==> config.mk <==
export PLATFORM = sky130hd
export DESIGN_NAME = logic_unit_pipe
export DESIGN_NICKNAME = d
export VERILOG_FILES = /design/src/rtl/logic_unit_pipe.sv
export SDC_FILE = /design/constraint.sdc
export NUM_CORES = 1
export LEC_CHECK = 0
export CAP_MARGIN = 20
export CORE_ASPECT_RATIO = 0.9
export CORE_MARGIN = 2
export CORE_UTILIZATION = 50
export DETAILED_ROUTE_END_ITERATION = 8
export DONT_BUFFER_PORTS = 1
export HOLD_SLACK_MARGIN = 0.12
export SYNTH_ARGS = -nofsm -noshare
export SYNTH_HDL_FRONTEND = slang
export SYNTH_SLANG_ARGS = --single-unit
==> constraint.sdc <==
create_clock -name clk -period 3.74 [get_ports clk]
set_input_delay 0.374 -clock clk [delete_from_list [all_inputs] [get_ports clk]]
set_output_delay 0.374 -clock clk [all_outputs]
set_load 0.02 [all_outputs]
==> src/rtl/logic_unit_pipe.sv <==
// Two-stage valid/ready pipeline applying a selectable bitwise logic function
// to x/y/z, with result popcount, parity and a completed-transfer counter.
module logic_unit_pipe #(
  parameter int WIDTH = 8,
  parameter int CNT_W = 16,
  localparam int PC_W = $clog2(WIDTH + 1)
) (
  input  logic             clk,
  input  logic             rst_n,
  input  logic             in_valid,
  output logic             in_ready,
  input  logic [2:0]       op,
  input  logic [WIDTH-1:0] x,
  input  logic [WIDTH-1:0] y,
  input  logic [WIDTH-1:0] z,
  output logic             out_valid,
  input  logic             out_ready,
  output logic [WIDTH-1:0] out,
  output logic [PC_W-1:0]  ones,
  output logic             parity,
  output logic [CNT_W-1:0] xfer_count
);

  // Handshake: a transfer happens on any rising edge where valid && ready.
  // in_ready depends on out_ready and stage state only, never on in_valid.

  typedef enum logic [2:0] {
    OP_AND  = 3'b000,
    OP_OR   = 3'b001,
    OP_INVX = 3'b010,
    OP_INVY = 3'b011,
    OP_XOR  = 3'b100,
    OP_NAND = 3'b101,
    OP_NOR  = 3'b110,
    OP_CIRC = 3'b111
  } op_e;

  logic             s1_valid;
  logic [WIDTH-1:0] s1_data;
  logic             s2_valid;
  logic             s2_free;
  logic             s1_adv;
  logic             in_fire;
  logic [WIDTH-1:0] func;
  logic [PC_W-1:0]  s1_ones;

  assign s2_free   = !s2_valid || out_ready;
  assign s1_adv    = s1_valid && s2_free;
  assign in_ready  = !s1_valid || s2_free;
  assign in_fire   = in_valid && in_ready;
  assign out_valid = s2_valid;

  always_comb begin
    func = '0;
    case (op_e'(op))
      OP_AND:  func = x & y;
      OP_OR:   func = x | y;
      OP_INVX: func = ~x;
      OP_INVY: func = ~y;
      OP_XOR:  func = x ^ y;
      OP_NAND: func = ~(x & y);
      OP_NOR:  func = ~(x | y);
      OP_CIRC: func = (x & y) | ~z;
      default: func = '0;
    endcase
  end

  always_comb begin
    s1_ones = '0;
    for (int i = 0; i < WIDTH; i++) begin
      s1_ones = s1_ones + PC_W'(s1_data[i]);
    end
  end

  // Stage 1: a new input may load in the same cycle the old one advances.
  always_ff @(posedge clk or negedge rst_n) begin
    if (!rst_n) begin
      s1_valid <= 1'b0;
      s1_data  <= '0;
    end else if (in_fire) begin
      s1_valid <= 1'b1;
      s1_data  <= func;
    end else if (s1_adv) begin
      s1_valid <= 1'b0;
    end
  end

  always_ff @(posedge clk or negedge rst_n) begin
    if (!rst_n) begin
      s2_valid <= 1'b0;
      out      <= '0;
      ones     <= '0;
      parity   <= 1'b0;
    end else if (s1_adv) begin
      s2_valid <= 1'b1;
      out      <= s1_data;
      ones     <= s1_ones;
      parity   <= ^s1_data;
    end else if (out_ready) begin
      s2_valid <= 1'b0;
    end
  end

  always_ff @(posedge clk or negedge rst_n) begin
    if (!rst_n) begin
      xfer_count <= '0;
    end else if (s2_valid && out_ready) begin
      xfer_count <= xfer_count + CNT_W'(1);
    end
  end

endmodule

Word-level counts from Yosys, hierarchy flattened
Cells that the tools add are included.

Input bits: 31. Bits in registers: 39. Output and inout port bits: 31. Word-level logic and storage cells: 47.

Equal/unequal tests: 7. Add/sub/neg operators: 8. Multiplexer cells: 5. Bitwise logic cells: 9. Reductions and logical operators: 11.

Operator list (count): one-hot mux 8 bit (8 select lines) (1); NOT 8 bit (5); adder 16 x 1 -> 16 bit (second input constant) (1); adder 4 x 1 -> 4 bit (4); OR 8 bit (2); equality test 3 bit (second input constant) (4); bitwise AND 8 bit (1); parity 8 bit (1); bitwise XOR 8 bit (1); equality test 3 x 2 -> 1 bit (second input constant) (2); adder 3 x 1 -> 4 bit (1); 2-to-1 mux 1 bit (4); nonzero test 2 bit (2); adder 2 x 1 -> 3 bit (1); equality test 3 x 1 -> 1 bit (second input constant) (1); logical AND 1 bit (3); zero test 3 bit (1); adder 1 x 1 -> 2 bit (1); zero test 1 bit (2); logical OR 1 bit (2).

Depth between registers and ports, before layout
Depth in word-level cells: 7. Gate-level depth with buffers: 10. Mapped depth without buffers: 10.

Least setup slack after synthesis
No wires, ideal clock.

Path type: register -> register. Start point: reg s1_data[0]. End point: reg ones[2]. Library setup time: 0.083 ns. Clock period less this slack: 2.807 ns. Data arrival time: 2.724 ns. Setup slack: 0.933 ns. Cell stages (with the launch flop): 11. Buffers on the path: 0. Data required time: 3.657 ns. Cell sequence: dfrtp_1 fa_1 inv_1 fa_1 fa_1 inv_1 ha_1 inv_1 fa_1 xor2_1 o21ai_0.

Word-level cells in the longest chain between the ends: 7.

RTL lines: from (decl) (RTL line 39) `logic [WIDTH-1:0] s1_data;`; from (signal assigned) (RTL line 82) `s1_data <= func;`; adder 1 x 1 -> 2 bit (RTL line 71) `s1_ones = s1_ones + PC_W'(s1_data[i]);`; adder 2 x 1 -> 3 bit (RTL line 71); adder 3 x 1 -> 4 bit (RTL line 71); adder 4 x 1 -> 4 bit (4 in series) (RTL line 71); to (signal assigned) (RTL line 97) `ones <= s1_ones;`; to (decl) (RTL line 19) `output logic [PC_W-1:0] ones,`.

Every way passes these cells. A chain may end at the register's enable or synchronous reset.

Worst setup path after layout
Same ends and word-level chain as after synthesis.

==> run_results.csv <==
group,metric,value,unit
run_status,status,"finished, final reports clean",
drt,first_iter_violations,52,
placement,portBuffers,0,
run,maxCapViolations,0,
layout,layout-area-overhead-vs-synth,4.675,%
logic_synthesis,synth_nets,311,
worst_setup_path,cpLargestDelayFamily,"adder cells",
drt,dr.pass1.iters,6,
worst_setup_path,slowest_delay,0.54,ns
timing,min_period,2.917,ns
timing,worst_slack,0.8234,ns
worst_setup_path,worstSetupPathDepth,10,
logic_synthesis,synth-edff-count,0,
worst_setup_path,crit_chain,"fa_1 > inv_1 > fa_1 > fa_1 > inv_1 > ha_1 > inv_1 > fa_1 > xor2_1 > o21ai_0",
timing,hold_viol,0,
logic_synthesis,synth_cell_types,41,
worst_setup_path,slowest_stage,"fa_1",
power_and_ir_drop,p_leak,1.273,nW
worst_setup_path,r2r_cells,10,
worst_setup_path,cp-start-kind,"register",
timing,final.setup.tns,0,ns
layout,layout.nets,308,
logic_synthesis,ys_warn_count,0,
worst_setup_path,crit_path_start,"s1_data[0]",
global_routing,grt_start_max_net_pins,40,
logic_synthesis,synthFlopType,"dfrtp_1",
timing,hold_slack,0.2015,ns
placement,dp_hpwl,3471,µm
drt,ant_nets,0,
global_routing,antenna_found_initial,0,
cts,cts_tree,"yes",
layout,multi_input_area,1468,µm²
worst_setup_path,critPathArrivalTime,3.12,ns
layout,diodes,0,
logic_synthesis,seq_area_frac_synth,37.21,%
timing,worst_slew_pin_slew,0.6514,ns
logic_synthesis,synthArstFlopShare,100.0,%
worst_setup_path,endpoint_kind,"register",
global_routing,grt_pass1_wl,7976,µm
placement,dp_slack,0.7977,ns
power_and_ir_drop,p_per_area,513.7,nW/µm²
worst_setup_path,reg2reg_from,"s1_data[0]",
timing,rsz0062_at_grt,"no",
timing,skew,0.007114,ns
cts,cts_buffers,5,
logic_synthesis,avgSynthCellArea,10.28,µm²
layout,layout-drive-gt1-share,9.486,%
min_path,holdPathStages,1,
global_routing,grt_use_total,17.18,%
global_routing,first_global_vias,1701,
layout,register_area,975.9,µm²
logic_synthesis,synth_area,2623,µm²
worst_setup_path,cp_common_cell,"fa_1",
layout,fill_cells,462,
timing,slew_viol_final,0,
cts,clk_latency,0.28,ns
cts,cts-root-buf,"clkbuf_8",
worst_setup_path,path_buf_inv,3,
global_routing,gr-total-overflow,0,
cts,clkSinkCount,39,
cts,clk_path_buf_depth,2,
floorplan,initial_core_util,52.93,%
drt,post_drt_wl_per_cell,14.30,µm
worst_setup_path,crit_type,"register to register",
logic_synthesis,postSynthCellCount,255,
drt,viasPerCell,5.560,
drt,post-route-drc-count,0,
timing,fmax,0.3429,GHz
floorplan,row_count,24,
power_and_ir_drop,p_total,0.001410,W
logic_synthesis,ys_ff_latch,39,
cts,htreeDepth,2,
worst_setup_path,worstPathMaxFanout,4,
floorplan,die-area,5841,µm²
floorplan,fp.dieH,72.71,µm
drt,wl,4548,µm
floorplan,io_pins,62,
cts,cts_resized,0,
min_path,hold_class,"input port to register",
timing,finalSetupViolations,0,
timing,period_share,77.98,%
min_path,min-delay-start,"in_valid",
cts,path_clk_slew,0.07,ns
placement,gp_congestion,0.7169,
drt,vias,1768,
floorplan,dieWidth,80.34,µm
worst_setup_path,crit_required,3.94,ns
floorplan,placeableCoreArea,4955,µm²
power_and_ir_drop,irDropWorstVdd,0.2352,mV
timing,slew_headroom,56.47,%
cell families (layout without fill, tap and decap cells):
| group | count (synthesis) | in the layout | share of synthesized area [%] |
|---|---|---|---|
| flip-flops | 39 | 39 | 37.21 |
| AND/OR/NAND/NOR | 63 | 63 | 12.17 |
| multiplexers | 23 | 23 | 12.17 |
| adder cells (fa/ha/maj) | 25 | 25 | 13.07 |
| XOR/XNOR | 23 | 23 | 7.681 |
| buffers and inverters | 41 | 39 | 6.822 |
| AO/OA/AOI/OAI | 41 | 41 | 10.88 |
what timing repair did:
item / CTS / global route
endpoints found under the hold margin: 39 / 0
hold buffers: 2 / 0
buffers inserted: 0 / 0
power by group:
group | switching, W | total (W) | internal, W | leakage (nW)
clock network | 0.000136 | 0.000267 | 0.000131 | 0.0422
logic | 0.000201 | 0.000424 | 0.000223 | 0.752
registers | 0.000199 | 0.000719 | 0.000520 | 0.478
stage by stage:
stage	cells	instance area (µm²)	util [%]
3_3_place_gp	308	2634	53.16
6_report	318	2745	55.40
4_1_cts	318	2745	55.40
3_5_place_dp	308	2634	53.16
2_1_floorplan	255	2623	-
5_1_grt	318	2745	55.40
layout by cell type (no fill, tap or decap), types with 2 or more instances in the layout:
master,count
dfrtp_1,39
a31oi_1,2
nor2b_1,4
o21ai_0,7
mux2i_1,9
a221oi_1,4
nand2_1,18
clkbuf_1,2
nor3b_1,2
a21oi_1,10
mux2_2,7
nand4_1,3
clkbuf_8,5
inv_1,29
o21a_1,3
and3_1,2
ha_1,21
nand2b_1,5
fa_1,4
nor3_1,4
mux4_2,6
nand3_1,4
and2_1,2
xnor2_1,18
a2111oi_0,3
o221ai_1,4
nor2_1,14
a22o_1,4
xor2_1,5
path summary, 6_finish.rpt:
kind / slack, ns / endpoint
max: 0.82 / ones[2]
min: 0.20 / s1_valid
max reg2reg: 0.82 / ones[2]
min reg2reg: 0.50 / s1_data[7]
max in group asynchronous: 3.00 / s1_data[7]
min in group asynchronous: 0.55 / xfer_count[11]
state kept, by name (all words and copies together) (netlist names):
register,cells
ones,4
out_valid,1
parity,1
s1_data,8
out,8
s1_valid,1
xfer_count,16
per-layer routing:
| metal | GRT usage [%] | vias up | routed length, µm |
|---|---|---|---|
| met2 | 24.35 | 52 | 1905 |
| met4 | 4.520 | 0 | 40 |
| met1 | 25.16 | 838 | 2247 |
| li1 | - | 872 | - |
| met5 | 0 | - | 0 |
| met3 | 5.941 | 6 | 355 |
synth_stat cells (all sizes together), types with 5 or more instances:
library cell | number | area [µm²]
xor2 | 5 | 43.79
ha | 21 | 262.8
dfrtp | 39 | 975.9
xnor2 | 18 | 157.7
mux2 | 8 | 93.84
mux2i | 9 | 90.09
a21oi | 10 | 50.05
nor2 | 14 | 52.55
nand2b | 5 | 31.28
buf | 9 | 58.80
mux4 | 6 | 135.1
o21ai | 7 | 35.03
inv | 29 | 108.9
nand2 | 18 | 67.56
layout make-up:
class | count | share of cell area, %
multi-input cells | 175 | 53.46
flip-flops and latches | 39 | 35.55
inverters | 29 | 3.965
well taps | 65 | 2.963
clock buffers | 7 | 2.780
repair buffers | 2 | 1.094
clock inverters | 1 | 0.1823
(Power assumes the default switching activity.)
